==> config.mk <==
export PLATFORM = sky130hd
export DESIGN_NAME = scurve_data_packer_flat
export DESIGN_NICKNAME = d
export VERILOG_FILES = /design/src/rtl/scurve_data_packer_if.sv /design/src/rtl/scurve_data_packer.sv /design/src/flat_wrapper.sv
export SDC_FILE = /design/constraint.sdc
export NUM_CORES = 1
export LEC_CHECK = 0
export ABC_CLOCK_PERIOD_IN_PS = 2350
export BUFFER_PORTS_ARGS = -buffer_cell sky130_fd_sc_hd__buf_2
export CAP_MARGIN = 10
export CELL_PAD_IN_SITES_DETAIL_PLACEMENT = 1
export CELL_PAD_IN_SITES_GLOBAL_PLACEMENT = 2
export CORE_UTILIZATION = 30
export CTS_BUF_LIST = sky130_fd_sc_hd__clkbuf_4 sky130_fd_sc_hd__clkbuf_8
export CTS_CLUSTER_SIZE = 24
export DETAILED_ROUTE_END_ITERATION = 16
export GPL_TIMING_DRIVEN = 1
export PLACE_DENSITY_LB_ADDON = 0.12
export SYNTH_ARGS = -nofsm -noshare
export SYNTH_HDL_FRONTEND = slang
export SYNTH_SLANG_ARGS = --single-unit
==> constraint.sdc <==
create_clock -name clk -period 2.35 [get_ports clk]
set_input_delay 0.5875 -clock clk [delete_from_list [all_inputs] [get_ports clk]]
set_output_delay 0.5875 -clock clk [all_outputs]
set_load 0.01 [all_outputs]
==> src/rtl/scurve_data_packer_if.sv <==
// Handshake bundle between the S-curve controller, the data packer and the data FIFO.
// The slave modport is the packer's view; the master modport drives the packer.
interface scurve_data_packer_if;
  logic        scan_start;
  logic        scan_done;
  logic        result_valid;
  logic        result_ready;
  logic [5:0]  channel;
  logic [9:0]  dac_code;
  logic [15:0] trig_count;
  logic [15:0] hit_count;
  logic        fifo_full;
  logic [15:0] fifo_din;
  logic        fifo_wr_en;

  modport slave (
    input  scan_start,
    input  scan_done,
    input  result_valid,
    output result_ready,
    input  channel,
    input  dac_code,
    input  trig_count,
    input  hit_count,
    input  fifo_full,
    output fifo_din,
    output fifo_wr_en
  );

  modport master (
    output scan_start,
    output scan_done,
    output result_valid,
    input  result_ready,
    output channel,
    output dac_code,
    output trig_count,
    output hit_count,
    output fifo_full,
    input  fifo_din,
    input  fifo_wr_en
  );
endinterface

==> src/rtl/scurve_data_packer.sv <==
// Serialises S-curve results into 16-bit FIFO words, framed by scan header/tail words.
// A result becomes three words: {channel, dac_code}, trig_count, hit_count.
module scurve_data_packer #(
  parameter logic [15:0] HEADER_WORD = 16'hFF45,
  parameter logic [15:0] TAIL_WORD   = 16'hFF54
) (
  input  logic                        clk,
  input  logic                        rst_n,
  scurve_data_packer_if.slave         bus,
  output logic                        busy,
  output logic [15:0]                 point_cnt,
  output logic                        drop_err
);

  typedef enum logic [2:0] {StIdle, StHead, StWId, StWTrig, StWHit, StTail} state_e;

  state_e      state_q, state_d;
  logic        start_pend_q, start_pend_d;
  logic        done_pend_q, done_pend_d;
  logic        ready_q, ready_d;
  logic        drop_q, drop_d;
  logic [15:0] din_q, din_d;
  logic [15:0] point_q, point_d;
  logic [15:0] trig_q, trig_d;
  logic [15:0] hit_q, hit_d;
  logic        wr;

  always_comb begin
    state_d      = state_q;
    start_pend_d = start_pend_q | bus.scan_start;
    done_pend_d  = done_pend_q | bus.scan_done;
    din_d        = din_q;
    point_d      = point_q;
    trig_d       = trig_q;
    hit_d        = hit_q;
    wr           = 1'b0;

    unique case (state_q)
      StIdle: begin
        if (start_pend_q) begin
          state_d      = StHead;
          start_pend_d = bus.scan_start;
          din_d        = HEADER_WORD;
        end else if (bus.result_valid && ready_q) begin
          state_d = StWId;
          din_d   = {bus.channel, bus.dac_code};
          trig_d  = bus.trig_count;
          hit_d   = bus.hit_count;
          point_d = point_q + 16'd1;
        end else if (done_pend_q) begin
          state_d     = StTail;
          done_pend_d = bus.scan_done;
          din_d       = TAIL_WORD;
        end
      end
      StHead: begin
        if (!bus.fifo_full) begin
          wr      = 1'b1;
          point_d = 16'd0;
          state_d = StIdle;
        end
      end
      StWId: begin
        if (!bus.fifo_full) begin
          wr      = 1'b1;
          din_d   = trig_q;
          state_d = StWTrig;
        end
      end
      StWTrig: begin
        if (!bus.fifo_full) begin
          wr      = 1'b1;
          din_d   = hit_q;
          state_d = StWHit;
        end
      end
      StWHit, StTail: begin
        if (!bus.fifo_full) begin
          wr      = 1'b1;
          state_d = StIdle;
        end
      end
      default: state_d = StIdle;
    endcase

    // Ready is registered, so any pulse seen this cycle blocks acceptance next cycle.
    ready_d = (state_d == StIdle) && !start_pend_d && !done_pend_d;
    drop_d  = drop_q | (bus.result_valid & ~ready_q);
  end

  always_ff @(posedge clk) begin
    if (!rst_n) begin
      state_q      <= StIdle;
      start_pend_q <= 1'b0;
      done_pend_q  <= 1'b0;
      ready_q      <= 1'b0;
      drop_q       <= 1'b0;
      din_q        <= 16'd0;
      point_q      <= 16'd0;
      trig_q       <= 16'd0;
      hit_q        <= 16'd0;
    end else begin
      state_q      <= state_d;
      start_pend_q <= start_pend_d;
      done_pend_q  <= done_pend_d;
      ready_q      <= ready_d;
      drop_q       <= drop_d;
      din_q        <= din_d;
      point_q      <= point_d;
      trig_q       <= trig_d;
      hit_q        <= hit_d;
    end
  end

  // Gated by rst_n so a packet being abandoned cannot write during the reset cycle.
  assign bus.fifo_wr_en   = wr & rst_n;
  assign bus.fifo_din     = din_q;
  assign bus.result_ready = ready_q;
  assign busy             = (state_q != StIdle) | start_pend_q | done_pend_q;
  assign point_cnt        = point_q;
  assign drop_err         = drop_q;

endmodule

==> src/flat_wrapper.sv <==
// flat-port wrapper written by rule: the top's interface ports become plain ports
module scurve_data_packer_flat 
#(
  parameter logic [15:0] HEADER_WORD = 16'hFF45,
  parameter logic [15:0] TAIL_WORD   = 16'hFF54
)
  (clk, rst_n, busy, point_cnt, drop_err, bus_scan_start, bus_scan_done, bus_result_valid, bus_result_ready, bus_channel, bus_dac_code, bus_trig_count, bus_hit_count, bus_fifo_full, bus_fifo_din, bus_fifo_wr_en);
  scurve_data_packer_if bus_i ();
  input  logic clk;
  input  logic rst_n;
  output logic busy;
  output logic [15:0] point_cnt;
  output logic drop_err;
  input wire logic [$bits(bus_i.scan_start)-1:0] bus_scan_start;
  input wire logic [$bits(bus_i.scan_done)-1:0] bus_scan_done;
  input wire logic [$bits(bus_i.result_valid)-1:0] bus_result_valid;
  output wire logic [$bits(bus_i.result_ready)-1:0] bus_result_ready;
  input wire logic [$bits(bus_i.channel)-1:0] bus_channel;
  input wire logic [$bits(bus_i.dac_code)-1:0] bus_dac_code;
  input wire logic [$bits(bus_i.trig_count)-1:0] bus_trig_count;
  input wire logic [$bits(bus_i.hit_count)-1:0] bus_hit_count;
  input wire logic [$bits(bus_i.fifo_full)-1:0] bus_fifo_full;
  output wire logic [$bits(bus_i.fifo_din)-1:0] bus_fifo_din;
  output wire logic [$bits(bus_i.fifo_wr_en)-1:0] bus_fifo_wr_en;
  assign bus_i.scan_start = bus_scan_start;
  assign bus_i.scan_done = bus_scan_done;
  assign bus_i.result_valid = bus_result_valid;
  assign bus_result_ready = bus_i.result_ready;
  assign bus_i.channel = bus_channel;
  assign bus_i.dac_code = bus_dac_code;
  assign bus_i.trig_count = bus_trig_count;
  assign bus_i.hit_count = bus_hit_count;
  assign bus_i.fifo_full = bus_fifo_full;
  assign bus_fifo_din = bus_i.fifo_din;
  assign bus_fifo_wr_en = bus_i.fifo_wr_en;
  scurve_data_packer #(.HEADER_WORD(HEADER_WORD), .TAIL_WORD(TAIL_WORD)) u_core (.clk(clk), .rst_n(rst_n), .bus(bus_i), .busy(busy), .point_cnt(point_cnt), .drop_err(drop_err));
endmodule
# After elaboration in Yosys (flattened, before gate mapping)
# Index checks and enable logic that the tools add are counted.
# word_totals
output_inout_bits	36
in_bits	54
wordCells	70
reg_bits	71
# op_classes
n_eq_ne	11
n_reduce_logical	15
n_addsub	1
n_mux	25
bitwise	9
# op_table
op	count
$mux 16	8
$pmux 16 s3	1
$pmux 16 s2	1
$mux 3	6
$add 16x1->16 const B	1
$pmux 3 s4	1
$mux 1	8
$ne 2x2->1 const B	4
$reduce_and 4->1	2
$eq 3x2->1 const B	2
$eq 3x3->1 const B	2
$logic_not 3->1	2
$reduce_bool 3->1	2
$or 1x1->1	5
$reduce_or 5->1	1
$ne 4x1->1 const B	1
$eq 3x1->1 const B	1
$logic_and 1x1->1	3
$reduce_and 3->1	1
$reduce_or 3->1	1
$and 1x1->1	2
$logic_not 1->1	2
$ne 2x1->1 const B	1
$not 1->1	2
$reduce_bool 2->1	1

# Longest topological paths before layout
# Gate-level depths: netlist of the first run.
# depth
word_depth	7
depth_mapped	7

# Least setup slack after synthesis of the first run
# Ideal clock, no wire load.
# synth_path
path_type	input to output
from	input rst_n
to	output bus_fifo_wr_en
stages	3
t_arrival_ns	1.570
path_slack_ns	0.193
path_cell_list	clkbuf_1 > inv_1 > a2111oi_0
# synth_via
elab_chain_len	1
# synth_rtl
item	line_no	rtl
start: declaration	flat_wrapper.sv:10	input logic rst_n;
$and 1x1->1	scurve_data_packer.sv:116	assign bus.fifo_wr_en = wr & rst_n;
end: declaration	flat_wrapper.sv:24	output wire logic [$bits(bus_i.fifo_wr_en)-1:0] bus_fifo_wr_en;
# Every way passes these cells.

# Worst setup path in the final report of the first run
# layout_path
from	register u_core.state_q[2]
to	output busy
# layout_via
elab_chain_len	3
# layout_rtl
item	line_no	rtl
start: declaration	scurve_data_packer.sv:17	state_e state_q, state_d;
start signal: assignment	scurve_data_packer.sv:93	state_q <= StIdle;
start signal: assignment	scurve_data_packer.sv:103	state_q <= state_d;
$reduce_bool 3->1	scurve_data_packer.sv:119	assign busy = (state_q != StIdle) | start_pend_q | done_pend_q;
$or 1x1->1 (2 in a row)	scurve_data_packer.sv:119	
end: declaration	flat_wrapper.sv:11	output logic busy;
# Every way passes these cells.

==> out/qor.txt, run 1 <==
Commonest non-fill, non-tap cell in the layout - buf_2
Fraction of the yosys area taken by sequential cells - 0.452
Fin crit share - 0.966
Setup TNS - 0 ns
HP Start - u_core.hit_q[2]$_SDFFE_PN0P_
Max Clock Freq - 441 MHz
Initial Utilization - 0.316
CTS buffer count - 9
Clk sinks - 71
Reg area - 0.00142 mm2
Vias - 2999
Post-CTS Setup Inserts - 0
Outcome - completed
Worst Setup End Kind - output port
Dpl hpwl - 6390 um
Worst R2R Path Depth - 4
Clock skew - 0.00846 ns
Worst Hold Class - register to register
Max clock buf depth - 2
Synth Register Bits - 71
Die width - 104 um
Routed Antenna Nets - 0
DR pass1 iterations - 6
Ys flop type - dfxtp_1
Cell internal pwr - 0.00206 W
Synth-to-layout area growth - 26.2%
Crit path max fanout - 11
CORE AREA - 0.00995 mm2
Final min period - 2.27 ns
Hold endpoint - u_core.hit_q[2]$_SDFFE_PN0P_
Sw Pwr - 0.000745 W
Filler cells - 1229
Syn Inst Count - 375
Maxcap violations - 0
Final Hold Fails - 0
CTS Hold Bufs - 0
Antenna diode count - 0
Leak - 1.53 nW
CTS tree - done
All-Layer GR Usage - 0.175
Layout Nets - 516
Layout cells sized above 1 - 0.292
Post-Syn Area - 0.00314 mm2
Clock transition at the registers of the reported paths - 0.08 ns
GRT overflow - 0
Worst r2r src - u_core.state_q[2]$_SDFF_PN0_
Yosys warns - 0
Multi-input gate area - 0.00161 mm2
Switch share - 0.265
CP Data Arrival Time - 1.68 ns
WHS - 0.455 ns
Routed wire per std cell - 15.5 um
Post-synth EDFFs - 0
Vias in the first global route - 2987
Final max-slew violation count - 0
Detailed Route WL - 9300 um
Peak supply drop - 0.330 mV
Largest net degree at the start of global routing - 50
Routability congestion estimate - 0.804
Via density - 5.01
Worst slew pin tran - 0.938 ns
Commonest cells after routing, fill and taps aside - 89 x buf_2, 86 x nand2_1, 71 x dfxtp_1
Slew HR - 0.375
# DRC - 0
Clock share of power - 0.400
Synth unique cells - 53
Buffers on Ports - 89
CTS resizes - 1
Worst reg2reg setup slack - 0.21 ns
Reg-to-Reg End - u_core.bus.fifo_din[13]$_SDFFE_PN0P_
Logic gate share of total power - 0.137
RSZ-0062 raised after global routing - false
Ys async rst share - 0
Synthesized area per cell - 8.38 um2
IO Pins - 90
Syn_nets - 430
Antenna violations before repair - 0
Crit path kind - register to output port
Die area - 0.0109 mm2
H-tree levels - 3
PD cells - 708 mW/mm2
Clk_lat worst skew - 0.34 ns
Worst Hold Path Cells - 2
Startpoint Class - register
# rows - 36
Worst EP required - 1.76 ns
# setup viols final - 0
DIE HEIGHT - 104 um
Drt first-iter violations - 75
Flop pwr share - 0.463
CTS root buf - clkbuf_8
First-pass GRT wire length - 15200 um
==> per-layer routing <==
| metal | track usage | vias up | part of all wire |
|---|---|---|---|
| met5 | 0 | - | 0 |
| met4 | 0.0510 | 0 | 0.010 |
| met3 | 0.0407 | 8 | 0.044 |
| met2 | 0.283 | 67 | 0.46 |
| met1 | 0.231 | 1418 | 0.48 |
| li1 | - | 1506 | - |
==> worst max-delay path by stage <==
stage / to / cells after the start / startpoint
finish: busy / 3 / u_core.state_q[2]$_SDFF_PN0_
global route: busy / 3 / u_core.state_q[2]$_SDFF_PN0_
CTS: busy / 3 / u_core.state_q[2]$_SDFF_PN0_
detailed placement: u_core.bus.fifo_din[4]$_SDFFE_PN0P_ / 4 / u_core.state_q[2]$_SDFF_PN0_
global placement: u_core.bus.fifo_din[4]$_SDFFE_PN0P_ / 5 / bus_result_valid
floorplan: bus_fifo_wr_en / 3 / rst_n
==> cell families after synthesis <==
group	synth area share
AO/OA/AOI/OAI	0.209
XOR/XNOR	0.0167
adder cells (fa/ha/maj)	0.00398
buffers and inverters	0.0398
flip-flops	0.452
multiplexers	0.0553
AND/OR/NAND/NOR	0.223
==> power by group through the flow <==
stage / sequential, W / clock [W] / combinational (W)
2_1_floorplan: 0.00133 / 0 / 0.000216
3_3_place_gp: 0.00133 / 0 / 0.000382
3_5_place_dp: 0.00133 / 0 / 0.000387
6_report: 0.00130 / 0.00112 / 0.000385
4_1_cts: 0.00130 / 0.00117 / 0.000392
5_1_grt: 0.00131 / 0.00122 / 0.000426
==> per-stage QoR <==
stage / instance area (um2) / total power, W / setup WS [ns] / std cells / utilization
2_1_floorplan: 3140 / 0.00155 / 0.193 / 375 / -
3_3_place_gp: 3740 / 0.00171 / 0.160 / 583 / 0.375
3_5_place_dp: 3740 / 0.00172 / 0.107 / 583 / 0.375
4_1_cts: 3970 / 0.00286 / 0.0677 / 599 / 0.399
5_1_grt: 3970 / 0.00295 / 0.0219 / 599 / 0.399
6_report: 3970 / 0.00281 / 0.0802 / 599 / 0.399
==> cell usage after synthesis, types with 2 or more instances <==
cell type,n,share of area
a2111oi_0,3,0.0084
a21oi_1,66,0.11
and2_1,3,0.0060
buf_2,7,0.011
clkbuf_1,15,0.018
dfxtp_1,71,0.45
inv_1,5,0.0060
mux2_2,11,0.039
mux2i_1,5,0.016
nand2_1,86,0.10
nand2b_1,4,0.0080
nand3_1,5,0.0080
nand4_1,3,0.0060
nand4b_1,2,0.0056
nor2_1,16,0.019
o211ai_1,3,0.0072
o21ai_0,7,0.011
o221ai_1,12,0.033
o22ai_1,2,0.0040
o31ai_1,4,0.0096
or3_1,5,0.010
or4_1,5,0.012
xnor2_1,3,0.0084
xor2_1,3,0.0084
==> critical path, stage by stage, from the launching register on <==
cell and delay, ns:
dfxtp_1 0.41, or3_4 0.47, or3_1 0.32, buf_2 0.15
==> flip-flops by register name (all words and copies together), names as in the netlist <==
signal,count
u_core.bus.result_ready,1
u_core.state_q,3
u_core.bus.fifo_din,16
u_core.done_pend_q,1
u_core.trig_q,16
u_core.hit_q,16
u_core.point_cnt,16
u_core.drop_err,1
u_core.start_pend_q,1
==> area by class of cell <==
type / instances / share of cell area
Timing Repair Buffer: 99 / 0.131
Clock inverter: 5 / 0.0205
Multi-Input combinational cell: 275 / 0.407
Sequential cell: 71 / 0.358
Clock buffer: 11 / 0.0366
Inverter: 5 / 0.00473
Tap cell: 133 / 0.0419
Power figures use the tool's default switching activity.
==> run 2, diff against run 1 <==
--- a/config.mk
+++ b/config.mk
@@ -5,7 +5,7 @@
 export SDC_FILE = /design/constraint.sdc
 export NUM_CORES = 1
 export LEC_CHECK = 0
-export ABC_CLOCK_PERIOD_IN_PS = 2350
+export ABC_CLOCK_PERIOD_IN_PS = 2300
 export BUFFER_PORTS_ARGS = -buffer_cell sky130_fd_sc_hd__buf_2
 export CAP_MARGIN = 10
 export CELL_PAD_IN_SITES_DETAIL_PLACEMENT = 1
@@ -16,6 +16,7 @@
 export DETAILED_ROUTE_END_ITERATION = 16
 export GPL_TIMING_DRIVEN = 1
 export PLACE_DENSITY_LB_ADDON = 0.12
+export RECOVER_POWER = 50
 export SYNTH_ARGS = -nofsm -noshare
 export SYNTH_HDL_FRONTEND = slang
 export SYNTH_SLANG_ARGS = --single-unit
==> constraint.sdc (replaced) <==
create_clock -name clk -period 2.3 [get_ports clk]
set_input_delay 0.575 -clock clk [delete_from_list [all_inputs] [get_ports clk]]
set_output_delay 0.575 -clock clk [all_outputs]
set_load 0.01 [all_outputs]
==> run 2 against run 1 <==
Effect of this change: sequential cell count unchanged; total power up 5.0%; clock-buffer cell count down 2; first-iteration DRC count up 40%; cell count unchanged; utilization down 0.36 points; largest cell class unchanged.
==> out/qor.txt, run 2 (synthesized netlist as in run 1, its figures left out) <==
Maxcap violations - 0 (unchanged)
Drt first-iter violations - 105 (was 75)
Leak - 1.40 nW (was 1.53 nW)
RSZ-0062 raised after global routing - false (unchanged)
Routed wire per std cell - 15.8 um (was 15.5 um)
Startpoint Class - register (unchanged)
Crit path max fanout - 11 (unchanged)
Largest net degree at the start of global routing - 50 (unchanged)
Worst slew pin tran - 0.970 ns (was 0.938 ns)
All-Layer GR Usage - 0.177 (was 0.175)
Layout Nets - 516 (unchanged)
Peak supply drop - 0.274 mV (was 0.330 mV)
CP Data Arrival Time - 1.67 ns (was 1.68 ns)
Buffers on Ports - 89 (unchanged)
Clk_lat worst skew - 0.35 ns (was 0.34 ns)
Clk sinks - 71 (unchanged)
Worst reg2reg setup slack - 0.17 ns (was 0.21 ns)
Detailed Route WL - 9480 um (was 9300 um)
Antenna diode count - 0 (unchanged)
Die area - 0.0109 mm2 (unchanged)
Setup TNS - 0 ns (unchanged)
CTS buffer count - 9 (unchanged)
Final min period - 2.24 ns
Routed Antenna Nets - 0 (unchanged)
# setup viols final - 0 (unchanged)
H-tree levels - 3 (unchanged)
Antenna violations before repair - 0 (unchanged)
CTS tree - done (unchanged)
Vias - 3021 (was 2999)
Clock skew - 0.0119 ns (was 0.00846 ns)
Clock transition at the registers of the reported paths - 0.08 ns (about the same)
Synth-to-layout area growth - 25.1% (was 26.2%)
DR pass1 iterations - 4 (was 6)
Routability congestion estimate - 0.756 (was 0.804)
Fin crit share - 0.975
Final Hold Fails - 0 (unchanged)
Post-CTS Setup Inserts - 0 (unchanged)
Vias in the first global route - 2929 (was 2987)
Worst Setup End Kind - output port (unchanged)
Max Clock Freq - 446 MHz
Commonest cells after routing, fill and taps aside - 86 x nand2_1, 70 x dfxtp_1, 66 x a21oi_1 (was 89 x buf_2, 86 x nand2_1, 71 x dfxtp_1)
CORE AREA - 0.00995 mm2 (unchanged)
Commonest non-fill, non-tap cell in the layout - nand2_1 (was buf_2)
GRT overflow - 0 (unchanged)
Via density - 5.04 (was 5.01)
Layout cells sized above 1 - 0.217 (was 0.292)
PD cells - 750 mW/mm2 (was 708 mW/mm2)
WHS - 0.455 ns (about the same)
CTS root buf - clkbuf_8 (unchanged)
CTS Hold Bufs - 0 (unchanged)
# DRC - 0 (unchanged)
Slew HR - 0.354 (was 0.375)
First-pass GRT wire length - 15200 um (about the same)
Crit path kind - register to output port (unchanged)
Die width - 104 um (unchanged)
DIE HEIGHT - 104 um (unchanged)
Worst Hold Class - input port to register (was register to register)
# rows - 36 (unchanged)
Max clock buf depth - 2 (unchanged)
Outcome - completed (unchanged)
Final max-slew violation count - 0 (unchanged)
Worst EP required - 1.73 ns (was 1.76 ns)
Dpl hpwl - 6440 um (was 6390 um)
IO Pins - 90 (unchanged)
Initial Utilization - 0.316 (unchanged)
run 2: cell types whose count changed in the layout (fill, tap and decap cells not counted), sizes merged:
cell / before / now
inv: 5 / 6
clkbuf: 11 / 46
buf: 99 / 62
bufinv: 2 / 3
run 2: worst paths after layout:
path,start,endpoint,depth (start not counted)
max,u_core.state_q[0]$_SDFF_PN0_,busy,3
min,bus_scan_start,u_core.start_pend_q$_SDFF_PN0_,3
min reg2reg,u_core.hit_q[10]$_SDFFE_PN0P_,u_core.hit_q[10]$_SDFFE_PN0P_,2
max reg2reg,u_core.state_q[0]$_SDFF_PN0_,u_core.bus.fifo_din[4]$_SDFFE_PN0P_,4
run 2: per-layer routing:
layer | GRT usage | wire (um)
met1 | 0.228 | 4460
met2 | 0.290 | 4490
met3 | 0.0451 | 443
met4 | 0.0490 | 92
met5 | 0 | 0
run 2: through the flow:
| step | std cells | setup slack (ns) | util | cell area, um2 | power (W) |
|---|---|---|---|---|---|
| floorplan | 375 | 0.168 | - | 3140 | 0.00158 |
| global placement | 583 | 0.129 | 0.375 | 3740 | 0.00175 |
| detailed placement | 583 | 0.0851 | 0.375 | 3740 | 0.00176 |
| CTS | 599 | 0.0312 | 0.400 | 3990 | 0.00301 |
| global route | 599 | 0.0133 | 0.395 | 3930 | 0.00309 |
| finish | 599 | 0.0582 | 0.395 | 3930 | 0.00295 |
run 2: area by class of cell:
class,instances,area (um2)
clock buffers,9,124
inverters,5,18.8
repair buffers,99,469
clock inverters,7,120
flip-flops and latches,71,1420
well taps,133,166
fillers,1239,6020
multi-input cells,275,1610
run 2: power breakdown:
group | leakage, nW | internal, W | switching (W)
Clock | 0.120 | 0.000724 | 0.000510
Sequential | 0.577 | 0.00128 | 0.0000442
Combinational | 0.699 | 0.000159 | 0.000226
Total | 1.40 | 0.00217 | 0.000781
run 2: worst max-delay path, stage by stage, from the launching register on:
cell and delay (ns):
dfxtp_1 0.43, or3_4 0.42, or3_1 0.33, buf_2 0.15
run 2: timing repair:
action / in CTS / in global routing
resized for setup: 1 / 1
endpoints found under the hold margin: 0 / 0
endpoints found under the setup margin: 1 / 2
==> run 3, diff against run 2 <==
--- a/config.mk
+++ b/config.mk
@@ -10,6 +10,7 @@
 export CAP_MARGIN = 10
 export CELL_PAD_IN_SITES_DETAIL_PLACEMENT = 1
 export CELL_PAD_IN_SITES_GLOBAL_PLACEMENT = 2
+export CORE_MARGIN = 2
 export CORE_UTILIZATION = 30
 export CTS_BUF_LIST = sky130_fd_sc_hd__clkbuf_4 sky130_fd_sc_hd__clkbuf_8
 export CTS_CLUSTER_SIZE = 24
==> run 3 against run 2 <==
Effect of this change: cell count rose by 0.83%; sequential cell count unchanged; total power down 6.7%; clock skew fell by 0.0024 ns; die area up 3.9%; critical endpoint unchanged; design area down 0.73%; global-route usage down 0.57 points; non-clock buffer count increased by 3; clock power decreased by 16%; register-to-register slack improved by 0.21 ns.
==> out/qor.txt, run 3 (synthesized netlist as in run 1, its figures left out) <==
Filler cells - 1279 (was 1239)
CTS root buf - clkbuf_8 (unchanged)
Commonest non-fill, non-tap cell in the layout - nand2_1 (unchanged)
Layout cells sized above 1 - 0.220 (was 0.217)
Clock skew - 0.00945 ns (was 0.0119 ns)
Outcome - completed (unchanged)
Clock share of power - 0.374 (was 0.419)
Antenna violations before repair - 0 (unchanged)
Worst Hold Class - register to register (was input port to register)
Cell internal pwr - 0.00197 W (was 0.00217 W)
Synth-to-layout area growth - 24.2% (was 25.1%)
# DRC - 0 (unchanged)
Routability congestion estimate - 0.747 (was 0.756)
Top cell family by delay on the critical path - simple AND/OR/NAND/NOR gates (unchanged)
Detailed Route WL - 9440 um (was 9480 um)
Clock transition at the registers of the reported paths - 0.08 ns (about the same)
Slowest-stage cell, CP - or3_4 (was dfxtp_1)
Slew HR - 0.303 (was 0.354)
Die area - 0.0113 mm2 (was 0.0109 mm2)
Vias in the first global route - 3000 (was 2929)
Final max-slew violation count - 0 (unchanged)
Multi-input gate area - 0.00161 mm2 (about the same)
Worst Setup End Kind - output port (unchanged)
CTS buffer count - 9 (unchanged)
Switch share - 0.283 (was 0.265)
Sw Pwr - 0.000778 W (was 0.000781 W)
H-tree levels - 3 (unchanged)
RSZ-0062 raised after global routing - false (unchanged)
Fin crit share - 0.956 (was 0.975)
Clk sinks - 71 (unchanged)
Layout Nets - 519 (was 516)
Via density - 4.97 (was 5.04)
Startpoint Class - register (unchanged)
PD cells - 705 mW/mm2 (was 750 mW/mm2)
Crit path kind - register to output port (unchanged)
DIE HEIGHT - 106 um (was 104 um)
Final Power - 0.00275 W (was 0.00295 W)
Vias - 2999 (was 3021)
Largest net degree at the start of global routing - 50 (unchanged)
Logic gate share of total power - 0.143 (was 0.131)
# rows - 37 (was 36)
First-pass GRT wire length - 15200 um (about the same)
Clk_lat worst skew - 0.35 ns (about the same)
CTS tree - done (unchanged)
CTS Hold Bufs - 0 (unchanged)
DR pass1 iterations - 4 (unchanged)
Setup TNS - 0 ns (unchanged)
Crit path max fanout - 11 (unchanged)
Max Clock Freq - 455 MHz (was 446 MHz)
CP Buf/Inv Count - 1 (unchanged)
Routed wire per std cell - 15.6 um (was 15.8 um)
Max clock buf depth - 2 (unchanged)
Worst slew pin tran - 1.05 ns (was 0.970 ns)
Flop pwr share - 0.482 (was 0.451)
Maxcap violations - 0 (unchanged)
Final min period - 2.20 ns (was 2.24 ns)
Leak - 1.38 nW (was 1.40 nW)
IO Pins - 90 (unchanged)
Peak supply drop - 0.252 mV (was 0.274 mV)
Routed Antenna Nets - 0 (unchanged)
Initial Utilization - 0.307 (was 0.316)
Buffers on Ports - 89 (unchanged)
Worst EP required - 1.73 ns (about the same)
Die width - 106 um (was 104 um)
Antenna diode count - 0 (unchanged)
CP cell instances - or3_4 > or3_1 > buf_2 (unchanged)
Commonest cells after routing, fill and taps aside - 86 x nand2_1, 69 x dfxtp_1, 66 x a21oi_1 (was 86 x nand2_1, 70 x dfxtp_1, 66 x a21oi_1)
# setup viols final - 0 (unchanged)
CP Data Arrival Time - 1.62 ns (was 1.67 ns)
CP max stage delay - 0.43 ns (about the same)
Reg area - 0.00142 mm2 (about the same)
Dpl hpwl - 6530 um (was 6440 um)
Final Hold Fails - 0 (unchanged)
GRT overflow - 0 (unchanged)
Drt first-iter violations - 88 (was 105)
All-Layer GR Usage - 0.171 (was 0.177)
CORE AREA - 0.0102 mm2 (was 0.00995 mm2)
==> run 3: per-layer routing <==
metal,wire [um],global-route usage,up-vias
met3,411,0.0307,10
met4,140,0.0620,0
met1,4630,0.234,1413
met5,0,0,-
li1,-,-,1519
met2,4270,0.269,57
==> run 3: through the flow <==
step | area (um2) | std cells | hold slack, ns | util | setup WS (ns)
final | 3900 | 604 | 0.456 | 0.381 | 0.102
after global routing | 3900 | 604 | 0.451 | 0.381 | 0.0334
after CTS | 3960 | 604 | 0.445 | 0.387 | 0.0406
after detailed placement | 3760 | 589 | 0.444 | 0.368 | 0.0821
after global placement | 3760 | 589 | 0.440 | 0.368 | 0.143
after floorplan | 3140 | 375 | 0.433 | - | 0.168
==> run 3: final cells by class <==
class | count | share of cell area
Multi-Input combinational cell | 275 | 0.411
Sequential cell | 71 | 0.365
Timing Repair Buffer | 102 | 0.125
Tap cell | 136 | 0.0436
Clock buffer | 10 | 0.0353
Clock inverter | 5 | 0.0151
Inverter | 5 | 0.00481
==> run 3: final timing paths <==
path / depth (start not counted) / end / slack [ns] / start
max: 3 / busy / 0.10 / u_core.state_q[1]$_SDFF_PN0_
min: 2 / u_core.trig_q[2]$_SDFFE_PN0P_ / 0.46 / u_core.trig_q[2]$_SDFFE_PN0P_
max reg2reg: 4 / u_core.point_cnt[15]$_SDFFE_PN0P_ / 0.38 / u_core.start_pend_q$_SDFF_PN0_
min reg2reg: 2 / u_core.trig_q[2]$_SDFFE_PN0P_ / 0.46 / u_core.trig_q[2]$_SDFFE_PN0P_
==> run 3: worst reg2reg max path: stages (launching register included) <==
cell and delay (ns):
dfxtp_1 0.43, nand4bb_1 0.32, a2111o_1 0.54, or4_1 0.42, a21oi_1 0.15
==> run 3: power by group through the flow <==
stage | Combinational [W] | Sequential, W | Clock (W)
6_report | 0.000395 | 0.00133 | 0.00103
5_1_grt | 0.000442 | 0.00133 | 0.00111
4_1_cts | 0.000418 | 0.00133 | 0.00106
3_5_place_dp | 0.000412 | 0.00135 | 0
3_3_place_gp | 0.000408 | 0.00135 | 0
2_1_floorplan | 0.000221 | 0.00136 | 0
==> run 3: repair_timing <==
action,in CTS,in global routing
resized for setup,1,3
endpoints found under the hold margin,0,0
buffers inserted,0,0
cloned,0,0
endpoints found under the setup margin,1,7
